<file path="src/rtl/alu_pkg.sv">
// Opcode and FSM state definitions shared by the sequential ALU and its combinational core.
package alu_pkg;

  localparam logic [3:0] ALU_AND  = 4'b0000;
  localparam logic [3:0] ALU_OR   = 4'b0001;
  localparam logic [3:0] ALU_ADD  = 4'b0010;
  localparam logic [3:0] ALU_SUB  = 4'b0110;
  localparam logic [3:0] ALU_SLT  = 4'b0111;
  localparam logic [3:0] ALU_NOR  = 4'b1100;
  localparam logic [3:0] ALU_MULU = 4'b1000;

  typedef enum logic {
    ST_IDLE = 1'b0,
    ST_MUL  = 1'b1
  } state_t;

endpackage

</file>
<file path="src/rtl/alu_core.sv">
// Combinational logic/add/sub/SLT unit; illegal or MULU opcodes yield all zeros.
// Latency: none (purely combinational).
// Backpressure: none; the caller decides when to sample.
module alu_core
  import alu_pkg::*;
#(
  parameter int WIDTH = 32
) (
  input  logic [3:0]       ctrl,
  input  logic [WIDTH-1:0] src1,
  input  logic [WIDTH-1:0] src2,
  output logic [WIDTH-1:0] result,
  output logic             cout,
  output logic             overflow
);

  logic             sub;
  logic [WIDTH-1:0] b_eff;
  logic [WIDTH:0]   sum;
  logic             msb_cin;
  logic             ovf_raw;

  // SUB and SLT share the adder as src1 + ~src2 + 1.
  assign sub     = (ctrl == ALU_SUB) || (ctrl == ALU_SLT);
  assign b_eff   = sub ? ~src2 : src2;
  assign sum     = {1'b0, src1} + {1'b0, b_eff} + {{WIDTH{1'b0}}, sub};
  // Carry into the MSB recovered from the MSB sum bit.
  assign msb_cin = src1[WIDTH-1] ^ b_eff[WIDTH-1] ^ sum[WIDTH-1];
  assign ovf_raw = msb_cin ^ sum[WIDTH];

  always_comb begin
    result   = '0;
    cout     = 1'b0;
    overflow = 1'b0;
    case (ctrl)
      ALU_AND: result = src1 & src2;
      ALU_OR:  result = src1 | src2;
      ALU_NOR: result = ~(src1 | src2);
      ALU_ADD, ALU_SUB: begin
        result   = sum[WIDTH-1:0];
        cout     = sum[WIDTH];
        overflow = ovf_raw;
      end
      ALU_SLT: result = {{(WIDTH-1){1'b0}}, sum[WIDTH-1] ^ ovf_raw};
      default: ;
    endcase
  end

endmodule

</file>
<file path="src/rtl/alu_seq.sv">
// Sequential ALU: single-cycle logic/arith ops plus a WIDTH-iteration shift-add unsigned multiply.
// Latency: 1 clock for single-cycle/illegal ops, WIDTH clocks for MULU.
// Backpressure: start_i is dropped while busy_o=1; nothing is queued.
module alu_seq
  import alu_pkg::*;
#(
  parameter int WIDTH = 32
) (
  input  logic             clk,
  input  logic             rst_n,
  input  logic             start_i,
  input  logic [3:0]       ctrl_i,
  input  logic [WIDTH-1:0] src1_i,
  input  logic [WIDTH-1:0] src2_i,
  output logic             busy_o,
  output logic             done_o,
  output logic [WIDTH-1:0] result_o,
  output logic [WIDTH-1:0] result_hi_o,
  output logic             zero_o,
  output logic             cout_o,
  output logic             overflow_o
);

  localparam int CNT_W = $clog2(WIDTH);

  state_t             state;
  logic [CNT_W-1:0]   cnt;
  logic [WIDTH-1:0]   mcand;
  logic [WIDTH-1:0]   acc_hi;
  logic [WIDTH-1:0]   acc_lo;
  logic [WIDTH:0]     add_hi;
  logic [2*WIDTH-1:0] mul_next;

  logic [WIDTH-1:0]   core_result;
  logic               core_cout;
  logic               core_ovf;

  alu_core #(.WIDTH(WIDTH)) u_core (
    .ctrl     (ctrl_i),
    .src1     (src1_i),
    .src2     (src2_i),
    .result   (core_result),
    .cout     (core_cout),
    .overflow (core_ovf)
  );

  // acc_lo starts as the multiplier; its LSB is consumed as product bits shift in from the top.
  assign add_hi   = acc_lo[0] ? ({1'b0, acc_hi} + {1'b0, mcand}) : {1'b0, acc_hi};
  assign mul_next = {add_hi, acc_lo[WIDTH-1:1]};

  always_ff @(posedge clk or negedge rst_n) begin
    if (!rst_n) begin
      state       <= ST_IDLE;
      cnt         <= '0;
      mcand       <= '0;
      acc_hi      <= '0;
      acc_lo      <= '0;
      busy_o      <= 1'b0;
      done_o      <= 1'b0;
      result_o    <= '0;
      result_hi_o <= '0;
      zero_o      <= 1'b0;
      cout_o      <= 1'b0;
      overflow_o  <= 1'b0;
    end else begin
      done_o <= 1'b0;
      case (state)
        ST_IDLE: begin
          if (start_i) begin
            if (ctrl_i == ALU_MULU) begin
              state  <= ST_MUL;
              busy_o <= 1'b1;
              cnt    <= '0;
              mcand  <= src1_i;
              acc_hi <= '0;
              acc_lo <= src2_i;
            end else begin
              // Illegal opcodes fall out of the core as zero result with clear flags.
              done_o      <= 1'b1;
              result_o    <= core_result;
              result_hi_o <= '0;
              zero_o      <= (core_result == '0);
              cout_o      <= core_cout;
              overflow_o  <= core_ovf;
            end
          end
        end
        ST_MUL: begin
          acc_hi <= mul_next[2*WIDTH-1:WIDTH];
          acc_lo <= mul_next[WIDTH-1:0];
          cnt    <= cnt + CNT_W'(1);
          if (cnt == CNT_W'(WIDTH - 1)) begin
            state       <= ST_IDLE;
            busy_o      <= 1'b0;
            done_o      <= 1'b1;
            result_hi_o <= mul_next[2*WIDTH-1:WIDTH];
            result_o    <= mul_next[WIDTH-1:0];
            zero_o      <= (mul_next == '0);
            cout_o      <= 1'b0;
            overflow_o  <= 1'b0;
          end
        end
        default: state <= ST_IDLE;
      endcase
    end
  end

endmodule

</file>
<file path="config.mk">
export PLATFORM = sky130hd
export DESIGN_NAME = alu_seq
export DESIGN_NICKNAME = d
export VERILOG_FILES = /design/src/rtl/alu_pkg.sv /design/src/rtl/alu_core.sv /design/src/rtl/alu_seq.sv
export SDC_FILE = /design/constraint.sdc
export NUM_CORES = 1
export LEC_CHECK = 0
export CORE_ASPECT_RATIO = 0.6
export CORE_UTILIZATION = 43
export DETAILED_ROUTE_END_ITERATION = 6
export PLACE_DENSITY = 0.75
export SYNTH_ARGS = -nofsm -noshare
export SYNTH_HDL_FRONTEND = slang
export SYNTH_SLANG_ARGS = --single-unit
export TNS_END_PERCENT = 50
</file>
<file path="constraint.sdc">
create_clock -name clk -period 4.2 [get_ports clk]
set_input_delay 0.63 -clock clk [delete_from_list [all_inputs] [get_ports clk]]
set_output_delay 0.63 -clock clk [all_outputs]
set_load 0.005 [all_outputs]
</file>
==> run_results.csv <==
group,metric,value,unit
run_status,outcome,"finished, final reports clean",
detailed_routing,dr_total_vias,13770,
global_routing,grt_start_max_net_pins,99,
cells_and_area,areaGrowthSynthToFinish,29.87,%
sta,clock_skew,0.01659,ns
power,netSwitchingPower,4.495,mW
synth,yosys_warnings,0,
sta,finalWorstPathRequiredPeriod,4.094,ns
worst_setup_path,critical-path-slowest-cell,"sky130_fd_sc_hd__or4_1",
worst_setup_path,worst-endpoint-arrival,4.46,ns
power,peakVddDrop,0.3272,mV
synth,asyncSetResetFlopFracSynth,1.000,
detailed_routing,drt-wirelength-per-cell,21.29,um
clocking,tritoncts,"built",
clocking,worstSkewPairLatency,0.46,ns
place,dp.final_hpwl,36170,um
cells_and_area,final-seq-area,0.004280,mm2
sta,setup_viol,0,
power,switching_share,0.4459,
sta,timing.final.crit_share,0.9748,
worst_setup_path,worst_ep_required_time,4.56,ns
cells_and_area,design.final.nets,1934,
power,power_density,604.8,mW/mm2
detailed_routing,detail_route.wirelength,46990,um
global_routing,grt_remaining_overflow,0,
clocking,clock_sink_count,171,
synth,number_of_synthesized_register_bits,171,
worst_setup_path,max_incr_delay_on_cp,0.52,ns
sta,final-max-slew-violation-count,0,
worst_setup_path,path_common_cell,"sky130_fd_sc_hd__a21o_1",
floorplanning,row_count,48,
sta,setup_repair_after_global_routing_missed_its_margin,"no",
detailed_routing,drtPass1Iterations,5,
cells_and_area,area_used_by_multi_input_combinational_logic,0.008215,mm2
global_routing,grt_pass1_vias,12540,
synth,seq_area_frac_synth,0.3334,
sta,max_slew.worst_pin.slew,0.9888,ns
power,pwr-share-comb,0.550,
clocking,ctsHtreeMaxLevel,4,
place,gpl.final_weighted_congestion,0.9718,
worst_setup_path,timing.critical_path.fanout_max,4,
sta,fmax,244.2,MHz
cells_and_area,final_util,0.5734,
synth,syn_nets,1678,
worst_setup_path,path_class,"in -> reg",
hold_path,hold_class,"in -> async",
worst_setup_path,crit_path_end_kind,"register",
global_routing,grt_antenna_before_repair,0,
clocking,cts-root-buf,"sky130_fd_sc_hd__clkbuf_16",
floorplanning,initial_utilization,0.4415,
clocking,clk_pin_slew_worst_paths,0.08,ns
floorplanning,floorplan.core_area,0.02907,mm2
synth,synthCells,1538,
synth,cell_variety_after_synth,86,
cells_and_area,number_of_diodes,0,
floorplanning,die_area,0.03056,mm2
global_routing,track_usage,0.3054,
power,cell_internal_pwr,5.585,mW
synth,mapped_area,0.01283,mm2
sta,finalHoldViolCount,0,
worst_setup_path,cells_along_the_critical_path,"clkdlybuf4s50_1 > and4bb_1 > a21o_1 > fa_2 > a21o_1 > a211oi_1 > o22ai_1 > or4_1 > nor4_1 > buf_4 > nand4b_1 > nor4_2 > nand4_1 > o31a_1 > o31ai_2",
sta,slew-limit-headroom,0.3390,
clocking,tritoncts.num_buffers,17,
global_routing,grt_first_pass_wirelength,71700,um
power,pwr-share-clk,0.167,
synth,synth_enable_flop_cells,0,
floorplanning,die_width,225.0,um
detailed_routing,antenna_violating_nets_post_route,0,
detailed_routing,vias_per_cell,6.237,
clocking,clock_path_buffers,2,
synth,synth-main-ff-cell,"sky130_fd_sc_hd__dfrtp_1",
detailed_routing,detailedRoute.firstIterationViolations,1586,
job,maximum_capacitance_violations,0,
cells_and_area,final.fill_count,2667,
place,numPortBuffers,139,
floorplanning,io-pin-count,140,
power,power.leakage,7.645,nW
cells_and_area,fraction_of_final_layout_cells_with_drive_strength_greater_than_1,0.1771,
power,power.sequential.fraction,0.284,
power,power.total,10.08,mW
detailed_routing,drc,0,
worst_setup_path,startpoint_type,"input port",
floorplanning,die_height,135.8,um
synth,post_synth.cell_area_avg,8.344,um2
==> area by class of cell <==
class                           count  area share
Sequential cell                   171      0.2568
Clock buffer                       17     0.02552
Tap cell                          400     0.03003
Timing Repair Buffer              338      0.1776
Multi-Input combinational cell   1244      0.4929
Clock inverter                     15     0.01216
Inverter                           22    0.004955
==> cells in the mapped netlist (all sizes together) (16+ instances only) <==
master    n  share of area
clkbuf   71          0.021
inv      21         0.0061
mux2     39          0.035
a211oi   27          0.016
o31ai    29          0.017
a21o     65          0.038
nor4     16         0.0078
a21oi    89          0.035
a31oi    35          0.017
nand4    27          0.013
nand3    36          0.014
ha       67          0.065
nor3     55          0.021
a221oi   17          0.012
o21ai    79          0.031
nor2    104          0.030
dfrtp   171           0.33
xnor2    50          0.034
buf      30          0.011
nand2   251          0.073
mux2i    18          0.014
==> kinds of logic after synthesis <==
group,synth area share
flip-flops,0.3334
adder cells (fa/ha/maj),0.07078
AO/OA/AOI/OAI,0.2573
XOR/XNOR,0.04300
multiplexers,0.04855
AND/OR/NAND/NOR,0.2088
buffers and inverters,0.03812
==> routing by layer <==
layer / global-route usage / vias to the layer above / wire length, um
met3: 0.07089 / 85 / 4686
met1: 0.4583 / 6724 / 21810
met2: 0.4366 / 721 / 19590
li1: - / 6235 / -
met5: 0 / - / 0
met4: 0.07672 / 0 / 897
==> cells in the final DEF (no fill, tap or decap), types with 50 or more instances in the layout <==
master and count:
sky130_fd_sc_hd__nor3_1 53, sky130_fd_sc_hd__a21o_1 65, sky130_fd_sc_hd__o21ai_0 74, sky130_fd_sc_hd__buf_4 193, sky130_fd_sc_hd__clkdlybuf4s50_1 135, sky130_fd_sc_hd__nor2_1 102
sky130_fd_sc_hd__ha_1 66, sky130_fd_sc_hd__nand2_1 251, sky130_fd_sc_hd__xnor2_1 50, sky130_fd_sc_hd__dfrtp_1 170, sky130_fd_sc_hd__a21oi_1 83
==> stage by stage <==
stage	TNS, ns	hold slack [ns]	setup slack, ns	std cells	instance area (um2)
after CTS	0	0.2999	0.004561	2206	16540
after detailed placement	-3.223	0.4595	-0.4248	2174	15900
after floorplan	0	0.3344	0.006322	1538	12830
after global routing	0	0.3404	0.01337	2207	16670
after global placement	-1.852	0.4503	-0.3095	2174	15900
final	0	0.2368	0.1057	2207	16670
==> worst max-delay path, delay by kind of cell <==
kind | cells | cell delay (ns)
AO/OA/AOI/OAI | 6 | 1.19
adder cells (fa/ha/maj) | 1 | 0.42
buffers and inverters | 2 | 0.69
AND/OR/NAND/NOR | 6 | 1.53
==> power groups by stage <==
stage / registers, mW / logic (mW) / clock network, mW
detailed placement: 2.85 / 5.36 / 0
finish: 2.86 / 5.54 / 1.68
floorplan: 2.66 / 3.46 / 0
global route: 2.92 / 6.05 / 1.77
global placement: 2.84 / 5.24 / 0
CTS: 2.84 / 5.41 / 1.69
==> final timing paths <==
check	from	end	slack (ns)	cells past startpoint
worst min-delay path	rst_n	acc_hi[31]$_DFFE_PN0P_	0.24	1
max in group asynchronous	rst_n	result_hi_o[19]$_DFFE_PN0P_	2.97	2
worst max register to register	acc_hi[0]$_DFFE_PN0P_	zero_o$_DFFE_PN0P_	0.18	13
worst min register to register	result_o[25]$_DFFE_PN0P_	result_o[25]$_DFFE_PN0P_	0.47	2
min in group clk	result_o[25]$_DFFE_PN0P_	result_o[25]$_DFFE_PN0P_	0.47	2
worst max-delay path	src2_i[0]	zero_o$_DFFE_PN0P_	0.11	15
==> registers in the layout, summed over array words and instances, names as in the netlist, 5 cells and up <==
| register | cells |
|---|---|
| acc_hi | 32 |
| result_hi_o | 32 |
| acc_lo | 32 |
| cnt | 5 |
| mcand | 32 |
| result_o | 32 |
==> what timing repair did <==
item / in CTS / in global routing
hold endpoints to repair: 0 / 0
hold buffers: 0 / 0
endpoints found under the setup margin: 1 / 9
setup buffers: 0 / 1
resized for setup: 1 / 31
pin swaps: 2 / 7
No activity file was read; power rests on OpenSTA's default activity.
